## src/rtl/serial_restorer.sv

```systemverilog
// Bit-serial adder that restores the minuend from a difference and its subtrahend.
// One full-adder cell plus a carry flop, LSB first, with a start/busy/done handshake.
module serial_restorer #(
  parameter int unsigned WIDTH = 8
) (
  input  logic             clk,
  input  logic             rst,
  input  logic             start,
  input  logic [WIDTH-1:0] diff_in,
  input  logic [WIDTH-1:0] sub_in,
  output logic             busy,
  output logic             done,
  output logic [WIDTH-1:0] sum,
  output logic             carry
);

  localparam int unsigned CW = (WIDTH > 1) ? $clog2(WIDTH) : 1;

  typedef enum logic [1:0] {IDLE, RUN, DONE} state_t;

  state_t           state, state_d;
  logic [WIDTH-1:0] a, a_d, b, b_d, p, p_d, sum_d;
  logic [CW-1:0]    cnt, cnt_d;
  logic             c, c_d, carry_d;
  logic             s_bit, c_next;

  // Next-state and datapath update; sum/carry only move on the final bit
  always_comb begin
    state_d = state;
    a_d     = a;
    b_d     = b;
    p_d     = p;
    cnt_d   = cnt;
    c_d     = c;
    sum_d   = sum;
    carry_d = carry;
    s_bit   = a[0] ^ b[0] ^ c;
    c_next  = (a[0] & b[0]) | (c & (a[0] ^ b[0]));
    unique case (state)
      IDLE, DONE: begin
        if (start) begin
          a_d     = diff_in;
          b_d     = sub_in;
          c_d     = 1'b0;
          cnt_d   = '0;
          state_d = RUN;
        end else begin
          state_d = IDLE;
        end
      end
      RUN: begin
        a_d   = a >> 1;
        b_d   = b >> 1;
        p_d   = (p >> 1) | (WIDTH'(s_bit) << (WIDTH - 1));
        c_d   = c_next;
        cnt_d = cnt + CW'(1);
        if (cnt == CW'(WIDTH - 1)) begin
          sum_d   = p_d;
          carry_d = c_next;
          state_d = DONE;
        end
      end
      default: state_d = IDLE;
    endcase
  end

  // Busy/done registered from the next state so they line up with it
  always_ff @(posedge clk or posedge rst) begin
    if (rst) begin
      state <= IDLE;
      a     <= '0;
      b     <= '0;
      p     <= '0;
      cnt   <= '0;
      c     <= 1'b0;
      sum   <= '0;
      carry <= 1'b0;
      busy  <= 1'b0;
      done  <= 1'b0;
    end else begin
      state <= state_d;
      a     <= a_d;
      b     <= b_d;
      p     <= p_d;
      cnt   <= cnt_d;
      c     <= c_d;
      sum   <= sum_d;
      carry <= carry_d;
      busy  <= (state_d == RUN);
      done  <= (state_d == DONE);
    end
  end

endmodule

```

## config.mk

```make
export PLATFORM = sky130hd
export DESIGN_NAME = serial_restorer
export DESIGN_NICKNAME = d
export VERILOG_FILES = /design/src/rtl/serial_restorer.sv
export SDC_FILE = /design/constraint.sdc
export NUM_CORES = 1
export LEC_CHECK = 0
export ABC_AREA = 1
export CORE_MARGIN = 1
export CORE_UTILIZATION = 34
export CTS_CLUSTER_SIZE = 25
export DETAILED_ROUTE_END_ITERATION = 10
export MAX_ROUTING_LAYER = met4
export SYNTH_ARGS = -nofsm -noshare
export SYNTH_HDL_FRONTEND = slang
export SYNTH_SLANG_ARGS = --single-unit
```

## constraint.sdc

```tcl
create_clock -name clk -period 1.5 [get_ports clk]
set_input_delay 0.3 -clock clk [delete_from_list [all_inputs] [get_ports clk]]
set_output_delay 0.3 -clock clk [all_outputs]
set_load 0.005 [all_outputs]
```

==> out/qor.yml, run 1 <==
synthAdderAreaFrac_pct: 2.43
critPathMaxStageDelay_ns: 0.51
finClkSkew_ns: 0.00766
maxSlewHeadroom_pct: 85.7
status: "finished, final reports clean"
cts_buffers: 5
synth_nets: 242
cap_viol_max_count: 0
dp_cells: 316
syn_to_final_growth_pct: 30.6
nets: 280
crit_type: "reg2out"
path_clk_slew_ns: 0.08
vias: 1406
clk_latency_ns: 0.29
regArea_mm2: 0.00100
cts_tree: "done"
worst_slew_pin_slew_ns: 0.214
fmax_ghz: 0.688
p_leak_nw: 1.30
antennaDiodeCount: 0
worstSetupEndpoint: "carry"
routabilityCongestion: 0.750
crit_slowest_cell: "clkdlybuf4s50_1"
cellPowerDensity_mw_per_mm2: 2060
synth-simple-area-share_pct: 25.1
rr_endpoint: "sum[6]"
crit_chain: "clkdlybuf4s50_1"
critPathMaxFanout: 2
cp_data_required_time_ns: 1.20
grt-ovfl-total: 0
via_per_inst: 4.27
cp_num_buf_inv: 1
clock_sink_count: 40
arrival_ns: 1.15
final_cells: 329
cp-end-kind: "output port"
drv_slew: 0
fp.dieW_um: 75.8
synth_compound_area_share_pct: 6.55
ys_seq_elements: 40
initial_core_util_pct: 35.8
syn_area_per_cell_um2: 8.42
r2r_slack_ns: 0.23
synth_top_family_by_area: "simple AND/OR/NAND/NOR gates"
synth_mux_area_share_pct: 0
ys_warn_count: 0
syn-instance-count: 220
holdCritPathClass: "in2async"
drtAntennaViolNets: 0
syn_area_mm2: 0.00185
cp.depth: 1
dieArea_mm2: 0.00575
grt_pass1_wl_mm: 5.90
rows: 26
wl_mm: 3.39
r2r_start: "cnt[0]"
cts_buffer_depth: 2
synth_cell_types: 20
synth_xor_xnor_area_share_pct: 0
design.portCount: 30
multiInputGateArea_um2: 631
critPathLaunchType: "register"
htreeDepth: 2
hold_violations: 0
irDropWorstVdd_mv: 0.668
root_buffer: "clkbuf_8"
synth-seq-area-share_pct: 54.1
die_y_um: 75.8
fin_util_pct: 46.8
wl_per_cell_um: 10.3
fp.coreArea_mm2: 0.00517
grt_max_degree: 41
place.port_buffers: 29
r2r_cells: 6
grtUsageTotal_pct: 14.2
antenna_found_initial: 0
min_period_ns: 1.45
dp_hpwl_mm: 2.27
drc: 0
fin_crit_sh_pct: 96.9
drtIter0Drc: 118
drive_above_1_share_pct: 13.1
cp-startpoint: "carry"
num-fill-cells: 486
dr.pass1.iters: 4
grt_pass1_vias: 1319
critPathTopFamily: "buffers and inverters"
setup_viol: 0
layout make-up:
class | instances | share of cell area (%)
clock buffer | 7 | 3.98
clock inverter | 1 | 1.24
timing repair buffer | 40 | 17.1
inverter | 42 | 6.62
multi-input combinational | 129 | 26.1
sequential | 40 | 41.4
tap | 70 | 3.62
registers in the layout, summed over array words and instances (netlist names):
| register | flops |
|---|---|
| state | 2 |
| carry | 1 |
| a | 8 |
| b | 8 |
| done | 1 |
| cnt | 3 |
| c | 1 |
| busy | 1 |
| p | 7 |
| sum | 8 |
cells in the mapped netlist:
| master | count | area share [%] |
|---|---|---|
| nand2_1 | 73 | 15 |
| dfrtp_1 | 40 | 54 |
| inv_1 | 39 | 7.9 |
| nand3_1 | 28 | 7.6 |
| o21ai_0 | 11 | 3.0 |
| o21ai_2 | 7 | 3.3 |
| buf_2 | 2 | 0.54 |
| buf_4 | 2 | 0.81 |
| buf_6 | 2 | 1.2 |
| clkbuf_1 | 2 | 0.41 |
| ha_1 | 2 | 1.4 |
| inv_2 | 2 | 0.41 |
| nand2_2 | 2 | 0.68 |
| nand2_4 | 2 | 1.2 |
| a21oi_1 | 1 | 0.27 |
| clkbuf_2 | 1 | 0.27 |
| fa_1 | 1 | 1.1 |
| inv_4 | 1 | 0.34 |
| nor2_1 | 1 | 0.20 |
| nor2_4 | 1 | 0.61 |
worst min path at each step:
| stage | from | end | slack, ns |
|---|---|---|---|
| after floorplan | diff_in[7] | a[7] | 0.42 |
| after global placement | p[1] | sum[0] | 0.46 |
| after detailed placement | p[1] | sum[0] | 0.45 |
| after CTS | rst | done | 0.39 |
| after global routing | rst | busy | 0.39 |
| final | rst | sum[5] | 0.38 |
logic make-up (layout without fill, tap and decap cells):
group                      count (synthesis)  count (layout)
adders and majority gates                  3               3
buffers and inverters                     51              90
DFF                                       40              40
and+or+nand+nor                          107             107
AOI/OAI and AO/OA                         19              19
through the flow:
| stage | instance area (µm²) | worst slack [ns] | setup TNS, ns | hold slack, ns | power (mW) |
|---|---|---|---|---|---|
| after floorplan | 1850 | 0.282 | 0 | 0.421 | 3.35 |
| after global routing | 2420 | -0.000775 | -0.000775 | 0.393 | 5.50 |
| after detailed placement | 2240 | 0.115 | 0 | 0.454 | 4.02 |
| after global placement | 2240 | 0.112 | 0 | 0.461 | 3.99 |
| after CTS | 2370 | 0.0334 | 0 | 0.387 | 5.00 |
| final | 2420 | 0.0469 | 0 | 0.381 | 4.98 |
layer usage:
layer,GRT usage [%],wire [µm],vias to the layer above
met1,18.3,1700,633
li1,-,-,742
met4,6.79,83,0
met2,21.6,1490,24
met3,2.78,103,7
met5,-,0,-
report_power, final:
part	switching, mW	leakage, nW	total [mW]	internal (mW)
Combinational	1.20	0.734	2.18	0.984
Clock	0.361	0.0645	0.948	0.587
Sequential	0.262	0.498	1.85	1.59
placed cells by master, fill, tap and decap left out, drive strengths merged:
master / count
nand2: 77
clkdlybuf4s50: 28
inv: 42
dfrtp: 40
buf: 11
clkbuf: 7
bufinv: 1
o21ai: 18
nor2: 2
a21oi: 1
ha: 2
dlymetal6s2s: 1
fa: 1
nand3: 28
repair_timing:
| item | CTS | global route |
|---|---|---|
| buffers inserted | 0 | 5 |
| hold buffers | 0 | 0 |
| endpoints found under the hold margin | 0 | 0 |
| endpoints found under the setup margin | 0 | 2 |
| gates resized for setup | 0 | 1 |
(Power assumes the default switching activity.)
==> run 2: changes to the inputs <==
--- a/config.mk
+++ b/config.mk
@@ -10,6 +10,7 @@
 export CORE_UTILIZATION = 34
 export CTS_CLUSTER_SIZE = 25
 export DETAILED_ROUTE_END_ITERATION = 10
+export GPL_TIMING_DRIVEN = 0
 export MAX_ROUTING_LAYER = met4
 export SYNTH_ARGS = -nofsm -noshare
 export SYNTH_HDL_FRONTEND = slang
==> out/qor.yml, run 2 (synthesized netlist as in run 1, its figures left out) <==
dp_cells: 319  # +0.95%
drtAntennaViolNets: 0  # unchanged
grtUsageTotal_pct: 14.2  # about the same
place.port_buffers: 29  # unchanged
cts_hold_buf: 0  # unchanged
cp_num_buf_inv: 1  # unchanged
vias: 1441  # +2.5%
drtIter0Drc: 86  # -27%
cts_buffer_depth: 2  # unchanged
antennaDiodeCount: 0  # unchanged
biggestRegsByFlops: "a (8), b (8), sum (8)"
final_cell_mix: "nand2_1 (73), dfrtp_1 (40), inv_1 (38), nand3_1 (28), clkdlybuf4s50_1 (28)"
fmax_ghz: 0.686  # -0.32%
nets: 278  # -0.71%
routabilityCongestion: 0.743  # -0.89%
cts_resized: 0  # unchanged
fp.dieW_um: 75.8  # unchanged
drc: 0  # unchanged
path_clk_slew_ns: 0.08  # about the same
cellPowerDensity_mw_per_mm2: 2090  # +1.6%
hold_ws_ns: 0.474  # +0.0936 ns
status: "finished, final reports clean"
wl_per_cell_um: 10.9  # +5.9%
grt-ovfl-total: 0  # unchanged
critPathMaxFanout: 2  # unchanged
rows: 26  # unchanged
min_period_ns: 1.46  # +0.00467 ns
fin_crit_sh_pct: 97.2  # +0.31 points
cap_viol_max_count: 0  # unchanged
num-fill-cells: 501  # +3.1%
critPathMaxStageDelay_ns: 0.51  # about the same
cts_buffers: 5  # unchanged
setup_viol: 0  # unchanged
placed_cell_area_mm2: 0.00223  # -0.45%
syn_to_final_growth_pct: 27.1
critPathLaunchType: "register"
wl_mm: 3.56  # +5.3%
rsz0062_at_grt: "no"
holdCritPathClass: "reg2reg"
p_leak_nw: 1.26  # -2.6%
antenna_found_initial: 0  # unchanged
crit_slowest_cell: "clkdlybuf4s50_1"
fin_area_mm2: 0.00235  # -2.7%
final_common_cell: "nand2_1"
drive_above_1_share_pct: 12.1  # -1.1 points
cts_tree: "done"
critPathTopFamily: "buffers and inverters"
htreeDepth: 2  # unchanged
root_buffer: "clkbuf_8"
die_y_um: 75.8  # unchanged
clk_latency_ns: 0.29  # about the same
drv_slew: 0  # unchanged
dp_hpwl_mm: 2.55  # +13%
design.portCount: 30  # unchanged
fp.coreArea_mm2: 0.00517  # unchanged
cp-end-kind: "output port"
grt_max_degree: 41  # unchanged
grt_pass1_vias: 1374  # +4.2%
dr.pass1.iters: 4  # unchanged
post-cts-setup-buffers: 0  # unchanged
final_cells: 327  # -0.61%
initial_core_util_pct: 35.8  # unchanged
clock_sink_count: 40  # unchanged
worst_slew_pin_slew_ns: 0.806  # +0.592 ns
maxSlewHeadroom_pct: 46.2  # -40 points
hold_violations: 0  # unchanged
grt_pass1_wl_mm: 5.98  # +1.3%
finClkSkew_ns: 0.00633  # -0.00133 ns
irDropWorstVdd_mv: 0.583  # -13%
via_per_inst: 4.41  # +3.1%
cp_data_required_time_ns: 1.20  # about the same
crit_chain: "clkdlybuf4s50_1"
dieArea_mm2: 0.00575  # unchanged
crit_type: "reg2out"
arrival_ns: 1.16  # about the same
==> run 2: cell count changes in the layout (fill, tap and decap cells not counted) <==
cell,change
clkbuf_8,-1
clkbuf_2,+1
inv_1,-1
clkinv_4,+1
buf_12,-3
buf_2,+2
inv_2,+1
buf_4,-6
buf_6,+2
clkbuf_1,+2
==> run 2: area by class of cell <==
class | instances | area [µm²] | share of cell area [%]
Buffer | 9 | 60.1 | 2.55
Clock buffer | 6 | 82.6 | 3.51
Clock inverter | 2 | 38.8 | 1.65
Inverter | 42 | 160 | 6.80
Multi-Input combinational cell | 129 | 631 | 26.8
Sequential cell | 40 | 1000 | 42.5
Tap cell | 70 | 87.6 | 3.72
Timing Repair Buffer | 29 | 293 | 12.4
==> run 2: per-layer routing <==
layer	global-route usage [%]	up-vias	wire length (µm)
met4	4.94	0	59
met5	-	-	0
met1	17.2	671	1680
met3	2.78	6	127
li1	-	737	-
met2	23.7	27	1690
==> run 2: worst paths after layout <==
| path | startpoint | end | slack [ns] | cells after the start |
|---|---|---|---|---|
| max in group asynchronous | rst | b[5] | 0.51 | 2 |
| hold / removal | p[1] | sum[0] | 0.47 | 2 |
| setup reg to reg | cnt[0] | sum[0] | 0.15 | 6 |
| min in group asynchronous | rst | done | 0.48 | 2 |
| setup / recovery | sum[5] | sum[5] | 0.04 | 1 |
| hold reg to reg | p[1] | sum[0] | 0.47 | 2 |
==> run 2: where the power goes <==
| group | total, mW | switching, mW | internal, mW |
|---|---|---|---|
| Clock | 0.917 | 0.373 | 0.544 |
| Sequential | 1.84 | 0.257 | 1.59 |
| Combinational | 2.16 | 1.23 | 0.930 |
==> run 2: stage by stage <==
stage / util (%) / total power, mW / TNS, ns / setup slack (ns)
after floorplan: - / 3.35 / 0 / 0.282
after global placement: 43.1 / 4.00 / -24.56 / -0.616
after detailed placement: 43.1 / 4.07 / 0 / 0.0396
after CTS: 45.5 / 5.01 / 0 / 0.0256
after global routing: 45.5 / 5.39 / 0 / 0.000134
final: 45.5 / 4.92 / 0 / 0.0422
